$ cat config.mk
export PLATFORM = sky130hd
export DESIGN_NAME = w3d_mmio_regs
export DESIGN_NICKNAME = d
export VERILOG_FILES = /design/src/rtl/w3d_mmio_pkg.sv /design/src/rtl/w3d_axil_resp_fe.sv /design/src/rtl/w3d_mmio_regs.sv
export SDC_FILE = /design/constraint.sdc
export NUM_CORES = 1
export LEC_CHECK = 0
export BUFFER_PORTS_ARGS = -buffer_cell sky130_fd_sc_hd__buf_2
export CAP_MARGIN = 15
export CORE_MARGIN = 2
export CORE_UTILIZATION = 40
export CTS_CLUSTER_SIZE = 12
export DETAILED_ROUTE_END_ITERATION = 12
export GPL_ROUTABILITY_DRIVEN = 0
export SLEW_MARGIN = 20
export SYNTH_ARGS = -nofsm -noshare
export SYNTH_HDL_FRONTEND = slang
export SYNTH_SLANG_ARGS = --single-unit
$ cat constraint.sdc
create_clock -name clk -period 4.6 [get_ports clk]
set_clock_uncertainty 0.1 [all_clocks]
set_input_delay 0.46 -clock clk [delete_from_list [all_inputs] [get_ports clk]]
set_output_delay 0.46 -clock clk [all_outputs]
set_load 0.02 [all_outputs]
$ cat src/rtl/w3d_mmio_pkg.sv
// rtl/w3d_mmio_pkg.sv - shared register map definitions for the MMIO register block
package w3d_mmio_pkg;

    localparam int          REG_IDX_W  = 3;
    localparam logic [31:0] ID_DEFAULT = 32'h5733_4400;

    // Word index of each register, taken from address bits [4:2].
    typedef enum logic [REG_IDX_W-1:0] {
        REG_ID       = 3'd0,
        REG_SCRATCH  = 3'd1,
        REG_CYC_LO   = 3'd2,
        REG_CYC_HI   = 3'd3,
        REG_GPIO_OUT = 3'd4,
        REG_GPIO_IN  = 3'd5,
        REG_IRQ_PEND = 3'd6,
        REG_IRQ_MASK = 3'd7
    } reg_idx_e;

    // Only [4:2] select a register; everything else aliases.
    function automatic logic [REG_IDX_W-1:0] addr_to_idx(input logic [31:0] addr);
        return addr[4:2];
    endfunction

endpackage

$ cat src/rtl/w3d_axil_resp_fe.sv
// rtl/w3d_axil_resp_fe.sv - AXI-Lite responder front end: AW/W holding, B/AR/R handshakes
//
// Ports:
//   clk, srst                   clock, synchronous active-high reset
//   i_awvalid/o_awready/i_awaddr write address channel
//   i_wvalid/o_wready/i_wdata    write data channel
//   o_bvalid/i_bready            write response channel
//   i_arvalid/o_arready/i_araddr read address channel
//   o_rvalid/i_rready/o_rdata    read data channel
//   o_wr_en/o_wr_idx/o_wr_data   single-cycle register write commit
//   o_rd_en/o_rd_idx/i_rd_data   read request and the bank's combinational read data
module w3d_axil_resp_fe
    import w3d_mmio_pkg::*;
(
    input  logic                 clk,
    input  logic                 srst,
    input  logic                 i_awvalid,
    output logic                 o_awready,
    input  logic [31:0]          i_awaddr,
    input  logic                 i_wvalid,
    output logic                 o_wready,
    input  logic [31:0]          i_wdata,
    output logic                 o_bvalid,
    input  logic                 i_bready,
    input  logic                 i_arvalid,
    output logic                 o_arready,
    input  logic [31:0]          i_araddr,
    output logic                 o_rvalid,
    input  logic                 i_rready,
    output logic [31:0]          o_rdata,
    output logic                 o_wr_en,
    output logic [REG_IDX_W-1:0] o_wr_idx,
    output logic [31:0]          o_wr_data,
    output logic                 o_rd_en,
    output logic [REG_IDX_W-1:0] o_rd_idx,
    input  logic [31:0]          i_rd_data
);

    // r_live keeps every ready low for the cycle in which reset is applied.
    logic                 r_live;
    logic                 r_aw_held;
    logic                 r_w_held;
    logic [REG_IDX_W-1:0] r_aw_idx;
    logic [31:0]          r_wdata;
    logic                 r_bvalid;
    logic                 r_rvalid;
    logic [31:0]          r_rdata;

    logic w_aw_hs;
    logic w_w_hs;
    logic w_ar_hs;
    logic w_commit;
    logic w_unused_addr;

    assign o_awready = r_live & ~r_aw_held & ~r_bvalid;
    assign o_wready  = r_live & ~r_w_held & ~r_bvalid;
    assign o_arready = r_live & ~r_rvalid;

    assign w_aw_hs  = i_awvalid & o_awready;
    assign w_w_hs   = i_wvalid & o_wready;
    assign w_ar_hs  = i_arvalid & o_arready;

    // A write commits as soon as both halves are present, whether held or arriving now.
    assign w_commit = (r_aw_held | w_aw_hs) & (r_w_held | w_w_hs) & ~r_bvalid;

    assign o_wr_en   = w_commit;
    assign o_wr_idx  = r_aw_held ? r_aw_idx : addr_to_idx(i_awaddr);
    assign o_wr_data = r_w_held ? r_wdata : i_wdata;

    assign o_rd_en   = w_ar_hs;
    assign o_rd_idx  = addr_to_idx(i_araddr);

    assign o_bvalid  = r_bvalid;
    assign o_rvalid  = r_rvalid;
    assign o_rdata   = r_rdata;

    assign w_unused_addr = ^{i_awaddr[31:5], i_awaddr[1:0], i_araddr[31:5], i_araddr[1:0]};

    always_ff @(posedge clk) begin
        if (srst) begin
            r_live    <= 1'b0;
            r_aw_held <= 1'b0;
            r_w_held  <= 1'b0;
            r_aw_idx  <= '0;
            r_wdata   <= '0;
            r_bvalid  <= 1'b0;
            r_rvalid  <= 1'b0;
            r_rdata   <= '0;
        end else begin
            r_live <= 1'b1;

            if (w_commit) begin
                r_aw_held <= 1'b0;
                r_w_held  <= 1'b0;
            end else begin
                if (w_aw_hs) begin
                    r_aw_held <= 1'b1;
                    r_aw_idx  <= addr_to_idx(i_awaddr);
                end
                if (w_w_hs) begin
                    r_w_held <= 1'b1;
                    r_wdata  <= i_wdata;
                end
            end

            if (w_commit) begin
                r_bvalid <= 1'b1;
            end else if (i_bready) begin
                r_bvalid <= 1'b0;
            end

            if (w_ar_hs) begin
                r_rvalid <= 1'b1;
                r_rdata  <= i_rd_data;
            end else if (i_rready) begin
                r_rvalid <= 1'b0;
            end
        end
    end

endmodule

$ cat src/rtl/w3d_mmio_regs.sv
// rtl/w3d_mmio_regs.sv - MMIO control register bank: ID, scratch, cycle counter, GPIO, IRQ
//
// Ports:
//   clk, srst      clock, synchronous active-high reset
//   mmio_*         simplified AXI-Lite responder channels (no strobes, no resp, no ids)
//   gpio_in        GPIO inputs, read through GPIO_IN
//   gpio_out       GPIO_OUT register contents
//   irq_src        interrupt sources, OR-ed into IRQ_PEND every cycle
//   irq            registered OR of pending & mask
module w3d_mmio_regs
    import w3d_mmio_pkg::*;
#(
    parameter logic [31:0] ID_VALUE  = ID_DEFAULT,
    parameter int          GPIO_W    = 8,
    parameter int          IRQ_W     = 4,
    // Value the cycle counter takes at reset.
    parameter logic [63:0] CYC_RESET = 64'd0
) (
    input  logic              clk,
    input  logic              srst,
    input  logic              mmio_awvalid,
    output logic              mmio_awready,
    input  logic [31:0]       mmio_awaddr,
    input  logic              mmio_wvalid,
    output logic              mmio_wready,
    input  logic [31:0]       mmio_wdata,
    output logic              mmio_bvalid,
    input  logic              mmio_bready,
    input  logic              mmio_arvalid,
    output logic              mmio_arready,
    input  logic [31:0]       mmio_araddr,
    output logic              mmio_rvalid,
    input  logic              mmio_rready,
    output logic [31:0]       mmio_rdata,
    input  logic [GPIO_W-1:0] gpio_in,
    output logic [GPIO_W-1:0] gpio_out,
    input  logic [IRQ_W-1:0]  irq_src,
    output logic              irq
);

    logic                 w_wr_en;
    logic [REG_IDX_W-1:0] w_wr_idx;
    logic [31:0]          w_wr_data;
    logic                 w_rd_en;
    logic [REG_IDX_W-1:0] w_rd_idx;
    logic [31:0]          w_rd_data;

    logic [63:0]       r_cyc;
    logic [31:0]       r_cyc_hi_shadow;
    logic [31:0]       r_scratch;
    logic [GPIO_W-1:0] r_gpio_out;
    logic [IRQ_W-1:0]  r_pend;
    logic [IRQ_W-1:0]  r_mask;
    logic              r_irq;

    logic              w_wr_scratch;
    logic              w_wr_gpio;
    logic              w_wr_pend;
    logic              w_wr_mask;
    logic              w_rd_cyc_lo;
    logic [IRQ_W-1:0]  w_pend_clr;

    w3d_axil_resp_fe u_fe (
        .clk       (clk),
        .srst      (srst),
        .i_awvalid (mmio_awvalid),
        .o_awready (mmio_awready),
        .i_awaddr  (mmio_awaddr),
        .i_wvalid  (mmio_wvalid),
        .o_wready  (mmio_wready),
        .i_wdata   (mmio_wdata),
        .o_bvalid  (mmio_bvalid),
        .i_bready  (mmio_bready),
        .i_arvalid (mmio_arvalid),
        .o_arready (mmio_arready),
        .i_araddr  (mmio_araddr),
        .o_rvalid  (mmio_rvalid),
        .i_rready  (mmio_rready),
        .o_rdata   (mmio_rdata),
        .o_wr_en   (w_wr_en),
        .o_wr_idx  (w_wr_idx),
        .o_wr_data (w_wr_data),
        .o_rd_en   (w_rd_en),
        .o_rd_idx  (w_rd_idx),
        .i_rd_data (w_rd_data)
    );

    assign w_wr_scratch = w_wr_en && (w_wr_idx == REG_SCRATCH);
    assign w_wr_gpio    = w_wr_en && (w_wr_idx == REG_GPIO_OUT);
    assign w_wr_pend    = w_wr_en && (w_wr_idx == REG_IRQ_PEND);
    assign w_wr_mask    = w_wr_en && (w_wr_idx == REG_IRQ_MASK);
    assign w_rd_cyc_lo  = w_rd_en && (w_rd_idx == REG_CYC_LO);
    assign w_pend_clr   = w_wr_pend ? w_wr_data[IRQ_W-1:0] : '0;

    // Read data reflects pre-edge state; a same-cycle commit is seen only by later reads.
    always_comb begin
        w_rd_data = '0;
        case (w_rd_idx)
            REG_ID:       w_rd_data = ID_VALUE;
            REG_SCRATCH:  w_rd_data = r_scratch;
            REG_CYC_LO:   w_rd_data = r_cyc[31:0];
            REG_CYC_HI:   w_rd_data = r_cyc_hi_shadow;
            REG_GPIO_OUT: w_rd_data[GPIO_W-1:0] = r_gpio_out;
            REG_GPIO_IN:  w_rd_data[GPIO_W-1:0] = gpio_in;
            REG_IRQ_PEND: w_rd_data[IRQ_W-1:0] = r_pend;
            REG_IRQ_MASK: w_rd_data[IRQ_W-1:0] = r_mask;
            default:      w_rd_data = '0;
        endcase
    end

    always_ff @(posedge clk) begin
        if (srst) begin
            r_cyc           <= CYC_RESET;
            r_cyc_hi_shadow <= '0;
            r_scratch       <= '0;
            r_gpio_out      <= '0;
            r_pend          <= '0;
            r_mask          <= '0;
            r_irq           <= 1'b0;
        end else begin
            r_cyc <= r_cyc + 64'd1;

            // Latch the upper half alongside a CYC_LO read so a following CYC_HI read is coherent.
            if (w_rd_cyc_lo) begin
                r_cyc_hi_shadow <= r_cyc[63:32];
            end
            if (w_wr_scratch) begin
                r_scratch <= w_wr_data;
            end
            if (w_wr_gpio) begin
                r_gpio_out <= w_wr_data[GPIO_W-1:0];
            end
            if (w_wr_mask) begin
                r_mask <= w_wr_data[IRQ_W-1:0];
            end

            // A source still asserted wins over a write-one-to-clear of the same bit.
            r_pend <= (r_pend & ~w_pend_clr) | irq_src;
            r_irq  <= |(r_pend & r_mask);
        end
    end

    assign gpio_out = r_gpio_out;
    assign irq      = r_irq;

endmodule

---- After elaboration in Yosys (flattened, before gate mapping) ----
Cells that the tools add are included.
Widths: inputs -> output; s select.
storage, ports and cells
  bits in registers ....................... 217
  bits of input ports ..................... 115
  logic and storage cells ................. 71
cells by class
  add/sub/neg operators ................... 1
  equality and inequality tests ........... 11
  muxes and demuxes ....................... 11
  bitwise logic cells ..................... 21
  reduce and logical (&&, ||, !) cells .... 12
operator list
  operator               number
  $pmux 24 s4            1
  $add 64x1->64 const B  1
  $mux 32                1
  $pmux 4 s8             1
  $eq 3x3->1 const B     7
  $pmux 4 s5             1
  $and 1x1->1            10
  $and 4x4->4            2
  $eq 3x1->1 const B     2
  $eq 3x2->1 const B     2
  $logic_and 1x1->1      5
  $mux 1                 5
  $not 1->1              5
  $mux 4                 1
  $not 4->4              1
  $or 4x4->4             1
  $reduce_and 2->1       2
  $reduce_bool 2->1      2
  $reduce_or 4->1        1
  $logic_not 3->1        1
  $mux 3                 1
  $or 1x1->1             2
  $reduce_or 2->1        1

---- Logic depth before layout (Yosys ltp) ----
Gate-level depths: netlist (run 1).
  word-level depth ........................ 12
  depth in mapped cells ................... 8

---- By module ----
Synthesis (run 1) repeated with hierarchy kept, for this count alone.
unflattened totals
  cell total of the unflattened synthesis .. 1222
  area total of the unflattened synthesis .. 10017.1 µm²
by module, submodules not included
  module            instances  cells an instance  area each (µm²)
  w3d_mmio_regs     1          865                6851.6
  w3d_axil_resp_fe  1          357                3165.5

---- Least setup slack after synthesis (run 1) ----
Ideal clock, no wire load.
  kind .................................... register -> register
  start ................................... register r_cyc[0]
  end ..................................... register r_cyc[60]
  library setup time ...................... 70 ps
  arrival ................................. 2102 ps
  required time ........................... 4430 ps
  slack ................................... 2328 ps
  cell stages (with the launch flop) ...... 8
  path buffers ............................ 1
  period minus slack after synthesis ...... 2272 ps
  cells stage by stage .................... dfxtp_1 ha_1 nand3_1 nor3_4 nand4_1 buf_2 or4_1 a21oi_1
on the way
  cells in the longest elaborated chain, start to end .. 1
ends and longest elaborated chain
  element                 line                  RTL
  start, declared         w3d_mmio_regs.sv:48   logic [63:0] r_cyc;
  start signal, assigned  w3d_mmio_regs.sv:121  r_cyc <= r_cyc + 64'd1;
  $add 64x1->64           w3d_mmio_regs.sv:121
No other way between the ends.
A chain may end at the register's enable or synchronous reset.

---- Worst setup path after layout (run 1) ----
  start ................................... register r_cyc[0]
  end ..................................... register r_cyc[50]
Same word-level chain as after synthesis.

==> impl_metrics.toml, run 1 <==
[yosys]
synth_seq_area_share_pct = 45.5
synth-xor-area-share_pct = 2.48
syn_inst = 1131
syn_area_mm2 = 0.00954
postSynthAreaPerCell_um2 = 8.43
synthSimpleGateAreaFrac_pct = 21.8
ys_async_sr_fraction_pct = 0
synth.most_common_cell = "dfxtp_1"
syn-num-nets = 1247
muxShareOfSynthArea_pct = 7.86
synth.area.top_cells = "dfxtp_1 (46%), a21oi_1 (6.7%), nand2_1 (6.5%)"
synth_compound_area_share_pct = 18.2
synthTopCellsByCount = "dfxtp_1 (217), nand2_1 (164), nor2_1 (131)"
synth_largest_area_cell = "dfxtp_1"
yosysUniqueCellTypes = 52
ys_seq_elements = 217
yosysWarnings = 0
synth_top_area_share_pct = 45.5
synth-main-ff-cell = "dfxtp_1"
synth_fa_ha_area_share_pct = 0.131
synth_edf_count = 0
synth_top_family_by_area = "simple AND/OR/NAND/NOR gates"

[flow_run]
cap_violations = 0

[global_route]
grt-ovfl-total = 0
grt_pass1_wl_um = 39900
antenna_found_initial = 0
grt_max_degree = 138
globalRouteTotalUtil_pct = 19.8
grt_pass1_vias = 7241

[clock_network]
clkSlewWorstSetupHoldPaths_ps = 60
holdBufCountCts = 0
cts_sinks = 217
cts_resized = 0
cts_max_level = 1
cts_tree = "built"
cts_buffers = 23
postCtsSetupBuffers = 0
clock_path_buffers = 3
clk_latency_ps = 510
root_buffer = "clkbuf_16"

[worst_hold_path]
hp-start = "irq_src[2]"
holdPathStages = 3
min_path_type = "in -> reg"
worstHoldEndpoint = "r_pend[2]"

[timing]
slew_headroom_pct = 28.8
hold_viol_final = 0
max_freq_mhz = 311
setup_tns_ps = 0
period_needed_ps = 3210
tightestPinTransition_ps = 1070
drv_slew = 0
rsz0062_at_grt = "no"
setup_violations = 0
hold_slack_ps = 78.2
finalCritPeriodShare_pct = 69.8

[floorplanning]
start_util_pct = 40.6
rows = 56
io_pins = 161
die_y_um = 158
die_w_um = 158
die_area_mm2 = 0.0251
core_area_mm2 = 0.0235

[route]
ant_nets = 0
drtIter0Drc = 847
dr.pass1.iters = 5
wl_um = 25200
wire_per_inst_um = 16.5
drc = 0
viasPerCell = 5.40
vias = 8218

[layout]
drive_gt1_share_pct = 14.9
multi_input_area_mm2 = 0.00483
num-nets-final = 1305
seq_area_mm2 = 0.00435
postLayoutCoreUtil_pct = 46.6
syn_to_final_growth_pct = 14.7
n_antenna_cell = 0
n_fill_cell = 2297

[worst_setup_path]
endpoint_kind = "flip-flop"
crit_fanout = 15
worstSetupPathType = "reg -> reg"
cp_cell_sequence = "ha_1, nand3_1, nor3_4, nand4_1, or4_2, a21oi_1"
reg2reg_to = "r_cyc[50]"
timing.rr.start = "r_cyc[0]"
worstPathArrival_ps = 3530
worst-r2r-cell-count = 6
max_stage_delay_ps = 830
required_ps = 4920
rrSetupSlack_ps = 1390
critPathSlowestCell = "or4_2"
start_kind = "flip-flop"

[power]
peakVddDrop_mv = 0.170
powerDensity_mw_per_mm2 = 360
total_power_uw = 3940
p_leak_uw = 0.00384

[placed_design]
port_buffers = 102
dpl.hpwl_um = 16900

[run_status]
status = "complete, no violations"
-- sequential cells by signal, indices dropped and copies added (netlist names), 3 cells and up --
name and flops:
u_fe.o_rdata 32, r_cyc 64, r_cyc_hi_shadow 32, r_pend 4, u_fe.r_wdata 32, r_mask 4
gpio_out 8, u_fe.r_aw_idx 3, r_scratch 32
-- where the power goes --
group	switching (uW)	total [uW]	internal [uW]
registers	23.9	1930	1910
clock network	732	1740	1010
logic	176	271	95.0
total	932	3940	3010
-- metrics by stage --
stage / cell area [um2] / cells / setup WS, ps
after floorplan: 9540 / 1131 / 2330
after global placement: 10300 / 1483 / 1460
after detailed placement: 10300 / 1483 / 1410
after CTS: 10900 / 1521 / 1390
after global routing: 10900 / 1521 / 1110
final: 10900 / 1521 / 1390
-- cells in the final DEF (no fill, tap or decap), types with 20 or more instances in the layout --
cell / netlist / routed
dfxtp_1: 217 / 216
o31ai_1: 22 / 22
a211oi_1: 44 / 44
or4_1: 21 / 21
clkbuf_16: 0 / 23
nand2_1: 164 / 164
mux2i_1: 49 / 49
a21oi_1: 127 / 127
nor2_1: 131 / 131
nand3_1: 30 / 30
buf_2: 8 / 101
o21ai_0: 20 / 20
nand4_1: 21 / 21
-- kinds of logic after synthesis --
kind of cell | after synthesis
AO/OA/AOI/OAI | 274
XOR/XNOR | 27
adder cells (fa/ha/maj) | 1
buffers and inverters | 98
flip-flops | 217
multiplexers | 70
AND/OR/NAND/NOR | 444
-- routing by layer --
metal  vias up  GRT usage [%]  share of wire (%)
met3        23           2.97                5.6
met4         0           3.52                1.4
met5         -              0                  0
met2       206           26.7                 40
li1       4154              -                  -
met1      3835           32.8                 53
-- how the worst max path moves through the flow --
stage | start | to | slack, ps | cells after the start
after CTS | r_cyc[0] | r_cyc[50] | 1390 | 6
after detailed placement | r_cyc[0] | r_cyc[50] | 1410 | 6
final | r_cyc[0] | r_cyc[50] | 1390 | 6
after global placement | r_cyc[0] | r_cyc[50] | 1460 | 6
after global routing | r_cyc[0] | r_cyc[50] | 1110 | 6
after floorplan | r_cyc[0] | r_cyc[60] | 2330 | 7
-- layout make-up --
cell class,instances,share of cell area [%]
multi-input combinational,816,44.1
inverter,17,0.583
clock buffer,34,5.82
tap,319,3.65
sequential,217,39.7
timing repair buffer,114,5.66
clock inverter,4,0.446
-- critical path: cells and delay by family, from the launching register on --
kind / cells / cell delay (ps)
AOI/OAI and AO/OA: 1 / 160
adders and majority gates: 1 / 210
DFF: 1 / 410
and+or+nand+nor: 4 / 2240
(Power assumes the default switching activity.)
==> inputs of run 2 (changes only) <==
ABC_AREA = 1   (was unset)
clock period = 3.1 ns   (was 4.6 ns; I/O delays follow)
==> run 2 against run 1 <==
Sequential share of layout area is 5.0 points lower. Combinational power up 78%. Die area is 10% higher. Largest power group is now clock. Highest routed layer unchanged.
==> impl_metrics.toml, run 2 <==
[run_status]
status = "complete, no violations"

[route]
drc = 0
ant_nets = 0
wire_per_inst_um = 15.3
wl_um = 31000
dr.pass1.iters = 6
viasPerCell = 5.05
drtIter0Drc = 670
vias = 10200

[worst_setup_path]
crit_fanout = 24
worstPathArrival_ps = 2620
path_common_cell = "inv_1"
cp_num_buf_inv = 3
critPathSlowestCell = "inv_1"
cp_cell_sequence = "inv_1, nor2_1, nand2_2, inv_1, buf_4, o21ai_0, a21oi_1"
cpLargestDelayFamily = "buffers and inverters"
worstSetupPathType = "reg -> reg"
endpoint_kind = "flip-flop"
max_stage_delay_ps = 580
required_ps = 3460
start_kind = "flip-flop"

[clock_network]
clkSlewWorstSetupHoldPaths_ps = 60
cts_tree = "built"
cts_buffers = 25
clock_path_buffers = 3
clk_latency_ps = 530
cts_sinks = 217
root_buffer = "clkbuf_16"
cts_max_level = 1

[global_route]
globalRouteTotalUtil_pct = 22.1
antenna_found_initial = 0
grt-ovfl-total = 0
grt_max_degree = 101
grt_pass1_wl_um = 50400
grt_pass1_vias = 9614

[layout]
syn_to_final_growth_pct = 18.5
n_antenna_cell = 0
final_common_cell = "nand2_1"
top_register = "r_cyc"
drive_gt1_share_pct = 14.4
postLayoutCoreUtil_pct = 48.1
final_cell_mix = "nand2_1 (422), nor2_1 (259), dfxtp_1 (216)"
num-nets-final = 1780
largest_reg_flops = 64

[timing]
hold_viol_final = 0
max_freq_mhz = 442
setup_tns_ps = 0
finalCritPeriodShare_pct = 72.9
rsz0062_at_grt = "no"
setup_ws_ps = 839
tightestPinTransition_ps = 612
drv_slew = 0
slew_headroom_pct = 59.2
setup_violations = 0
period_needed_ps = 2260

[yosys]
synth_compound_area_share_pct = 15.7
synth.most_common_cell = "nand2_1"
synth-main-ff-cell = "dfxtp_1"
yosysUniqueCellTypes = 43
synth-xor-area-share_pct = 0.415
synth_top_family_by_area = "simple AND/OR/NAND/NOR gates"
synthTopCellsByCount = "nand2_1 (422), nor2_1 (259), dfxtp_1 (217)"
syn-num-nets = 1664
synth_largest_area_cell = "dfxtp_1"
postSynthAreaPerCell_um2 = 6.82
synth_fa_ha_area_share_pct = 0.119
synth.area.top_cells = "dfxtp_1 (41%), nand2_1 (15%), nor2_1 (9.2%)"
syn_inst = 1548
muxShareOfSynthArea_pct = 2.28
synth_top_area_share_pct = 41.2
synth_edf_count = 0
ys_seq_elements = 217
synth_seq_area_share_pct = 41.2
synthSimpleGateAreaFrac_pct = 32.8
ys_async_sr_fraction_pct = 0
yosysWarnings = 0
syn_area_mm2 = 0.0106

[floorplanning]
die_y_um = 166
core_area_mm2 = 0.0260
die_w_um = 166
start_util_pct = 40.6
io_pins = 161
die_area_mm2 = 0.0277
rows = 59

[worst_hold_path]
min_path_type = "in -> reg"

[power]
powerDensity_mw_per_mm2 = 513
total_power_uw = 6420
p_leak_uw = 0.00459
peakVddDrop_mv = 0.491

[placed_design]
port_buffers = 102
dpl.hpwl_um = 22300
pre_cts_ws_ps = 880

[flow_run]
cap_violations = 0
==> run 2: through the flow <==
stage	cells	hold slack, ps	area (um2)
3_3_place_gp	1931	352	11300
3_5_place_dp	1931	354	11300
4_1_cts	2018	3.02	12500
5_1_grt	2018	41.2	12500
2_1_floorplan	1548	341	10600
6_report	2018	15.5	12500
==> run 2: layer usage <==
layer | GRT usage, % | vias up | routed length (um)
li1 | - | 5193 | -
met1 | 31.4 | 4666 | 14500
met2 | 34.6 | 270 | 13600
met3 | 3.71 | 65 | 1930
met4 | 6.45 | 0 | 873
met5 | 0 | - | 0
==> run 2: path summary, 6_finish.rpt <==
check	from	to	slack [ps]	cells after the start
setup / recovery	u_fe.r_live	u_fe.o_rdata[31]	840	7
hold / removal	srst	r_cyc[29]	20	2
setup reg to reg	u_fe.r_live	u_fe.o_rdata[31]	840	7
hold reg to reg	u_fe.o_rdata[11]	u_fe.o_rdata[11]	360	2
==> run 2: layout make-up <==
cell class | count | area (um2)
Fill cell | 2650 | 13500
Multi-Input combinational cell | 1144 | 5410
Sequential cell | 217 | 4350
Timing Repair Buffer | 152 | 1030
Clock buffer | 37 | 711
Inverter | 124 | 469
Tap cell | 335 | 419
Clock inverter | 9 | 129
==> run 2: timing repair <==
item,in CTS,in global routing
buffers inserted,0,0
hold buffers,41,0
gates resized for setup,0,0
hold endpoints to repair,55,0
==> run 2: logic make-up after synthesis <==
kind of cell,after synthesis
and+or+nand+nor,810
AOI/OAI and AO/OA,304
DFF,217
buffers and inverters,187
muxes,24
xor gates and xnor gates,5
adders and majority gates,1
==> run 2: power by group <==
group          switching [uW]  total [uW]  internal [uW]  leakage, uW
clock network            1190        3030           1830     0.000405
logic                     302         482            180      0.00243
registers                44.8        2910           2860      0.00176
total                    1540        6420           4880      0.00459
